## src/rtl/imem_loader.sv

```systemverilog
// Byte-stream loader for the rv32i_core instruction memory: holds the core in reset until the image is written.
// Define IMEM_LOADER_CHECKSUM_EN to require a trailing modulo-256 checksum byte after the image.
module imem_loader #(
  parameter int ADDR_W     = 10,
  parameter int DEPTH      = 1024,
  parameter int BASE_WADDR = 0
) (
  input  logic              clk,
  input  logic              reset,
  input  logic              start,
  input  logic [7:0]        s_data,
  input  logic              s_valid,
  output logic              s_ready,
  output logic              mem_we,
  output logic [ADDR_W-1:0] mem_waddr,
  output logic [31:0]       mem_wdata,
  output logic              core_reset_n,
  output logic              busy,
  output logic              done,
  output logic              error
);

  typedef enum logic [2:0] {
    IDLE = 3'd0,
    LEN  = 3'd1,
    DATA = 3'd2,
`ifdef IMEM_LOADER_CHECKSUM_EN
    CSUM = 3'd3,
`endif
    DONE = 3'd4,
    ERR  = 3'd5
  } state_t;

  localparam logic [31:0]       DEPTH_L = 32'(DEPTH);
  localparam logic [ADDR_W-1:0] BASE_A  = ADDR_W'(BASE_WADDR);

  state_t            state;
  logic [1:0]        byte_cnt;
  logic [23:0]       shift;
  logic [31:0]       len;
  logic [31:0]       wcnt;
  logic [ADDR_W-1:0] widx;
`ifdef IMEM_LOADER_CHECKSUM_EN
  logic [7:0]        sum;
`endif

  logic        xfer;
  logic [31:0] word_in;
  logic        last_word;

  // Bytes arrive little-endian, so each new byte lands in the top lane.
  assign xfer      = s_valid && s_ready;
  assign word_in   = {s_data, shift};
  assign last_word = (wcnt + 32'd1 == len);

  always_ff @(posedge clk) begin
    if (reset) begin
      state        <= IDLE;
      s_ready      <= 1'b0;
      mem_we       <= 1'b0;
      busy         <= 1'b0;
      done         <= 1'b0;
      error        <= 1'b0;
      core_reset_n <= 1'b0;
      mem_waddr    <= BASE_A;
      mem_wdata    <= '0;
      byte_cnt     <= '0;
      shift        <= '0;
      len          <= '0;
      wcnt         <= '0;
      widx         <= '0;
`ifdef IMEM_LOADER_CHECKSUM_EN
      sum          <= '0;
`endif
    end else begin
      mem_we       <= 1'b0;
      // Release trails DONE by one cycle so the final write settles first.
      core_reset_n <= (state == DONE);
      case (state)
        IDLE, DONE, ERR: begin
          if (start) begin
            state    <= LEN;
            s_ready  <= 1'b1;
            busy     <= 1'b1;
            done     <= 1'b0;
            error    <= 1'b0;
            byte_cnt <= '0;
            shift    <= '0;
            len      <= '0;
            wcnt     <= '0;
            widx     <= '0;
`ifdef IMEM_LOADER_CHECKSUM_EN
            sum      <= '0;
`endif
          end
        end
        LEN: begin
          if (xfer) begin
            byte_cnt <= byte_cnt + 2'd1;
            shift    <= word_in[31:8];
`ifdef IMEM_LOADER_CHECKSUM_EN
            sum      <= sum + s_data;
`endif
            if (byte_cnt == 2'd3) begin
              len <= word_in;
              if (word_in == 32'd0) begin
                state   <= DONE;
                s_ready <= 1'b0;
                busy    <= 1'b0;
                done    <= 1'b1;
              end else if (word_in > DEPTH_L) begin
                state   <= ERR;
                s_ready <= 1'b0;
                busy    <= 1'b0;
                error   <= 1'b1;
              end else begin
                state <= DATA;
              end
            end
          end
        end
        DATA: begin
          if (xfer) begin
            byte_cnt <= byte_cnt + 2'd1;
            shift    <= word_in[31:8];
`ifdef IMEM_LOADER_CHECKSUM_EN
            sum      <= sum + s_data;
`endif
            if (byte_cnt == 2'd3) begin
              mem_we    <= 1'b1;
              mem_wdata <= word_in;
              mem_waddr <= BASE_A + widx;
              widx      <= widx + 1'b1;
              wcnt      <= wcnt + 32'd1;
              if (last_word) begin
`ifdef IMEM_LOADER_CHECKSUM_EN
                state <= CSUM;
`else
                state   <= DONE;
                s_ready <= 1'b0;
                busy    <= 1'b0;
                done    <= 1'b1;
`endif
              end
            end
          end
        end
`ifdef IMEM_LOADER_CHECKSUM_EN
        CSUM: begin
          if (xfer) begin
            s_ready <= 1'b0;
            busy    <= 1'b0;
            if (s_data == sum) begin
              state <= DONE;
              done  <= 1'b1;
            end else begin
              state <= ERR;
              error <= 1'b1;
            end
          end
        end
`endif
        default: begin
          state   <= IDLE;
          s_ready <= 1'b0;
          busy    <= 1'b0;
        end
      endcase
    end
  end

endmodule

```

## config.mk

```make
export PLATFORM = sky130hd
export DESIGN_NAME = imem_loader
export DESIGN_NICKNAME = d
export VERILOG_FILES = /design/src/rtl/imem_loader.sv
export SDC_FILE = /design/constraint.sdc
export NUM_CORES = 1
export LEC_CHECK = 0
export BUFFER_PORTS_ARGS = -buffer_cell sky130_fd_sc_hd__buf_2
export CAP_MARGIN = 20
export CORE_MARGIN = 4
export CORE_UTILIZATION = 60
export DETAILED_ROUTE_END_ITERATION = 10
export PLACE_DENSITY = 0.86
export SETUP_SLACK_MARGIN = 0.2
export SYNTH_ARGS = -nofsm -noshare
export SYNTH_HDL_FRONTEND = slang
export SYNTH_SLANG_ARGS = --single-unit
```

## constraint.sdc

```tcl
create_clock -name clk -period 9 [get_ports clk]
set_clock_uncertainty 0.1 [all_clocks]
set_input_delay 1.8 -clock clk [delete_from_list [all_inputs] [get_ports clk]]
set_output_delay 1.8 -clock clk [all_outputs]
set_load 0.05 [all_outputs]
```

==> metrics.yaml, run 1 <==
yosysSeqAreaShare_pct: 42.1
routed_wl_um: 18900
yosys.area.top_type_share_pct: 42.1
die_area_sq_um: 13700
yosys.area_share.simple_pct: 28.9
grt_pass1_vias: 6261
ctsRootBufferMaster: "clkbuf_16"
holdPathEnd: "mem_waddr[5]"
fin_crit_ns: 3.69
ctsHoldBuffers: 0
top_layer_used: "met4"
final_area_sq_um: 8000
seq_area_sq_um: 3000
p_per_area_nw_per_um2: 201
dp_slack_ns: 4.92
drt_iter0_markers: 591
wl_met2_um: 8860
grt_overflow: 0
total_power_mw: 1.60
cts_max_path_buffers: 2
antenna_found_initial: 0
synth.distinct_cells: 66
via_count: 6809
setup_slack_ns: 5.31
firstDrtPassIters: 5
fill_cells: 884
viasPerCell: 6.15
syn_area_per_cell_sq_um: 7.62
grt_pass1_wl_um: 31200
cts_resized: 0
fin_crit_sh_pct: 41.0
crit_path_end_kind: "flop"
synth_fp_nets: 950
io_pins: 60
cts-htree-levels: 4
synth_warnings: 0
wl_met3_um: 1530
drive_gt1_share_pct: 12.3
synth_ff_type: "dfxtp_1"
ir_drop_mv: 0.204
leakage_nw: 2.90
setup_tns_ns: 0
worst-path-max-fanout: 24
tightest_slew_ns: 1.03
reg2reg_to: "busy"
crit_path_start_kind: "input port"
worstPathRequired_ns: 9.26
area_growth_syn_to_layout_pct: 12.3
wl_met1_um: 8070
tritoncts: "yes"
rsz0062_at_grt: "false"
place.detailed.hpwl_um: 12100
synth_area_leader_cell: "dfxtp_1"
hold_violations: 0
hold_ws_ns: 0.350
fmax_mhz: 271
maxSlewViolCount: 0
synth_top_family_by_area: "simple AND/OR/NAND/NOR gates"
n_antenna_cell: 0
cap_violations: 0
antenna_left: 0
r2r-start: "wcnt[0]"
synthArstFlopShare_pct: 0
status: "finished clean"
cts_buffers: 17
multi_input_area_sq_um: 3780
fin_util_pct: 69.5
finalSetupViolations: 0
clk_pin_slew_ns: 0.06
initial_utilization_pct: 61.9
synthMuxAreaShare_pct: 0.579
synth_compound_area_share_pct: 16.8
num_rows: 39
synth_area_sq_um: 7130
slew-limit-headroom_pct: 31.5
layout.cells.non_filler: 1107
io_buffers: 59
cts_setup_buffers: 0
ys_top_cells_by_area: "dfxtp_1 42%, a21oi_1 9.5%, nand2_1 8.2%, nor2_1 6.0%, nand3_1 3.9%"
drc: 0
r2r_setup_slack_ns: 5.38
crit_type: "in -> reg"
cts_sinks: 150
grt_max_degree: 72
cp.arrival_ns: 3.95
grtUsageTotal_pct: 28.7
worstRegToRegCells: 10
design.core.area_sq_um: 11500
dp.cells: 1074
die_h_um: 117
final_net_count: 966
post_drt_wl_per_cell_um: 17.1
synth_seq_cells: 150
holdCritStartpoint: "mem_waddr[5]"
synthAdderAreaFrac_pct: 0.527
synth_xor_area_share_pct: 5.90
holdPathStages: 2
hp-class: "reg -> reg"
placed_area_sq_um: 7360
gp_congestion: 0.932
syn_inst: 935
synth_edf_count: 0
die_w_um: 117
worstSkewPairLatency_ns: 0.43
==> state kept, by name (all words and copies together) (netlist names) <==
name / flops
busy: 1
byte_cnt: 2
core_reset_n: 1
done: 1
error: 1
len: 32
mem_waddr: 10
mem_wdata: 32
mem_we: 1
shift: 24
state: 3
wcnt: 32
widx: 10
==> final cells by class <==
type / instances / share of cell area [%]
timing repair buffer: 68 / 4.91
clock inverter: 12 / 1.89
tap: 143 / 2.24
clock buffer: 20 / 5.71
multi-input combinational: 704 / 47.2
inverter: 10 / 0.469
sequential: 150 / 37.5
==> cell families (layout without fill, tap and decap cells) <==
logic type	Yosys count	in the layout
compound gates	214	214
xor+xnor	48	48
fa+ha+maj	3	3
buf+inv	81	110
flops	150	150
mux	4	4
simple gates	435	435
==> synthesized netlist by cell type, types with 6 or more instances <==
cell,instances
and3_1,6
nand3_1,56
nand2b_1,6
a21oi_1,135
xor2_1,18
nor3_1,17
clkbuf_1,47
and4_1,9
nand2_1,156
or3_1,6
xnor2_1,30
buf_2,10
nand4_1,12
a31oi_1,9
inv_1,10
nor2_1,113
nor4_1,20
o21ai_0,35
dfxtp_1,150
==> cell usage in the layout, fill, tap and decap left out, types with 3 or more instances in the layout <==
master,n
a31oi_1,9
nor4_1,20
buf_4,8
dfxtp_1,150
nand3_1,55
clkbuf_16,17
o2111ai_1,3
nor3_1,17
inv_1,10
nand2_1,156
buf_2,58
clkinv_2,3
and2_1,3
nand2b_1,6
a211oi_1,3
a311oi_1,5
a22oi_1,4
mux2i_1,3
nor2_1,111
ha_1,3
a21oi_1,135
bufinv_16,3
and4_1,9
or3_1,6
xnor2_1,30
and3_1,6
o22ai_1,3
or4_1,3
clkinvlp_4,5
xor2_1,18
nand4_1,12
o21ai_0,35
nor2b_1,3
==> worst max-delay path, cell delays in order <==
cell and delay, ns:
buf_2 0.09, and3_1 0.18, nand2_1 0.05, o21ai_0 0.20, and2_1 0.84, nand3_1 0.24
or3_1 0.40, a21oi_1 0.15
==> how the worst max path moves through the flow <==
stage	end	startpoint	slack (ns)	cells after the start
6_report	widx[6]	s_valid	5.31	8
5_1_grt	widx[6]	s_valid	5.09	8
4_1_cts	widx[6]	s_valid	5.33	8
3_5_place_dp	widx[6]	s_valid	4.92	8
3_3_place_gp	error	s_valid	4.89	7
2_1_floorplan	busy	s_valid	5.66	8
==> power by group <==
group / internal [mW] / switching, mW / leakage, nW
registers: 0.686 / 0.0340 / 1.21
logic: 0.0507 / 0.104 / 1.40
clock network: 0.449 / 0.280 / 0.284
total: 1.19 / 0.418 / 2.90
==> routing by layer <==
metal | GRT usage (%) | up-vias
met2 | 44.1 | 296
li1 | - | 3288
met3 | 6.43 | 49
met5 | 0 | -
met4 | 11.5 | 0
met1 | 39.3 | 3176
No activity file was read; power rests on OpenSTA's default activity.
==> run 2: changes to the inputs <==
Settings changed: CORE_UTILIZATION 60 to 54, PLACE_DENSITY 0.86 to 0.82.
Clock period 9 ns to 3.1 ns, I/O delays scaled along.
==> metrics.yaml, run 2 (synthesized netlist as in run 1, its figures left out) <==
grt_overflow: 0  # unchanged
die_w_um: 123  # +5.0%
p_sw_share_pct: 27.4  # +1.3 points
via_count: 7172  # +5.3%
initial_utilization_pct: 55.8  # -6.1 points
hold_violations: 0  # unchanged
grt_pass1_wl_um: 32300  # +3.6%
drc: 0  # unchanged
final_area_sq_um: 8380  # +4.7%
setup_tns_ns: 0  # unchanged
routed_wl_um: 19900  # +5.4%
die_area_sq_um: 15100  # +10%
area_growth_syn_to_layout_pct: 17.6
worstPathRequired_ns: 3.29  # -5.97 ns
io_buffers: 59  # unchanged
hp-class: "reg -> reg"
tightest_slew_ns: 0.710  # -0.317 ns
viasPerCell: 6.13  # -0.34%
antenna_left: 0  # unchanged
switchingPower_mw: 1.25  # +200%
p_per_area_nw_per_um2: 545  # +170%
design.core.area_sq_um: 12800  # +11%
final_net_count: 1000  # +3.5%
holdPathStages: 2  # unchanged
tritoncts: "yes"
fill_cells: 1025  # +16%
clk_pin_slew_ns: 0.06  # about the same
fin_crit_sh_pct: 94.0
reg_top3: "len: 32 flops, mem_wdata: 32 flops, wcnt: 32 flops"
crit_path_start_kind: "flop"
r2r-start: "wcnt[8]"
holdPathEnd: "done"
gp_congestion: 0.985  # +5.6%
n_antenna_cell: 0  # unchanged
firstDrtPassIters: 6  # +1
num_rows: 41  # +5.1%
final_cell_mix: "156 x nand2_1, 135 x a21oi_1, 130 x dfxtp_1"
finalSetupViolations: 0  # unchanged
leakage_nw: 3.11  # +7.1%
cts_max_path_buffers: 2  # unchanged
holdCritStartpoint: "done"
maxSlewViolCount: 0  # unchanged
worstRegToRegCells: 10  # unchanged
worstSkewPairLatency_ns: 0.42  # about the same
ctsRootBufferMaster: "clkbuf_16"
grt_pass1_vias: 6651  # +6.2%
drt_iter0_markers: 736  # +25%
final_common_cell: "nand2_1"
cts-htree-levels: 4  # unchanged
cts_sinks: 150  # unchanged
ir_drop_mv: 0.630  # +210%
cp.arrival_ns: 3.10  # -0.85 ns
r2r_setup_slack_ns: 0.19  # -5.19 ns
fmax_mhz: 343
antenna_found_initial: 0  # unchanged
drive_gt1_share_pct: 18.3  # +6.0 points
worst-path-max-fanout: 9  # -63%
grt_max_degree: 67  # -6.9%
fin_crit_ns: 2.91
io_pins: 60  # unchanged
reg2reg_to: "state[1]"
post_drt_wl_per_cell_um: 17.0  # -0.25%
seq_power_share_pct: 45.6  # +0.7 points
crit_type: "reg -> reg"
cap_violations: 0  # unchanged
rsz0062_at_grt: "true"
placed_area_sq_um: 7610  # +3.3%
grtUsageTotal_pct: 26.8  # -1.9 points
crit_path_end_kind: "flop"
status: "finished clean"
place.detailed.hpwl_um: 13200  # +8.8%
comb_power_share_pct: 9.9  # +0.3 points
slew-limit-headroom_pct: 52.7  # +21 points
internal-power_mw: 3.32  # +180%
clkPwrFrac_pct: 44.5  # -1.0 points
cts_buffers: 17  # unchanged
die_h_um: 123  # +5.0%
==> run 2: cell types whose count changed in the layout (fill, tap and decap cells not counted), moves of 3 or more <==
cell / before / now
clkinvlp_4: 5 / 2
dfxtp_2: 0 / 13
clkinv_4: 0 / 3
dfxtp_4: 0 / 7
buf_4: 8 / 43
dfxtp_1: 150 / 130
nor4_1: 20 / 17
nor4_4: 0 / 3
==> run 2: per-layer routing <==
metal | share of wire, % | vias up | GRT usage, % | wire length, um
met5 | 0 | - | 0 | 0
met4 | 3.1 | 0 | 12.5 | 609
met3 | 8.8 | 64 | 5.71 | 1750
met2 | 46 | 358 | 41.3 | 9080
met1 | 43 | 3386 | 35.9 | 8500
li1 | - | 3364 | - | -
==> run 2: how the worst max path moves through the flow <==
stage                         from  depth (start not counted)  slack (ns)       end
final                      wcnt[8]                         10        0.19  state[1]
after global routing       wcnt[5]                          9        0.10  state[1]
after global placement     wcnt[5]                          9        0.18      busy
after floorplan            wcnt[0]                         12        0.21      busy
after CTS                 wcnt[11]                          9        0.20  state[1]
after detailed placement   wcnt[1]                         10        0.14  state[1]
==> run 2: per-stage QoR <==
stage               hold slack [ns]  utilization [%]  total power, mW  setup slack (ns)  cells
floorplan                     0.340                -             2.42             0.212    935
global placement              0.339             59.6             2.55             0.182   1130
detailed placement            0.339             59.6             2.56             0.136   1130
CTS                           0.346             64.4             4.56             0.204   1162
global route                  0.372             65.6             4.72             0.102   1170
finish                        0.349             65.6             4.57             0.187   1170
==> run 2: cell type report <==
cell class / count / area (sq um) / share of cell area, %
sequential: 150 / 3050 / 36.4
inverter: 10 / 37.5 / 0.448
tap: 172 / 215 / 2.57
multi-input combinational: 704 / 3860 / 46.1
clock inverter: 11 / 114 / 1.36
clock buffer: 21 / 470 / 5.62
timing repair buffer: 102 / 633 / 7.56
==> run 2: power by group through the flow <==
stage | Combinational [mW] | Clock (mW) | Sequential (mW)
6_report | 0.454 | 2.03 | 2.08
5_1_grt | 0.502 | 2.13 | 2.09
4_1_cts | 0.445 | 2.03 | 2.08
3_5_place_dp | 0.434 | 0 | 2.12
3_3_place_gp | 0.428 | 0 | 2.12
2_1_floorplan | 0.320 | 0 | 2.10
==> run 2: what timing repair did <==
item | CTS | global route
setup buffers | 0 | 8
hold buffers | 0 | 0
endpoints found under the setup margin | 4 | 4
pin swaps | 1 | 9
resized for setup | 11 | 32
==> run 2: worst max-delay path, cell delays in order (launching register included) <==
cell	delay, ns
dfxtp_2	0.42
and3_1	0.28
nand4_1	0.26
nor4_1	0.56
buf_4	0.22
xnor2_1	0.06
nor2_1	0.14
nand4_1	0.19
nor4_4	0.31
or2_4	0.20
a211oi_2	0.06
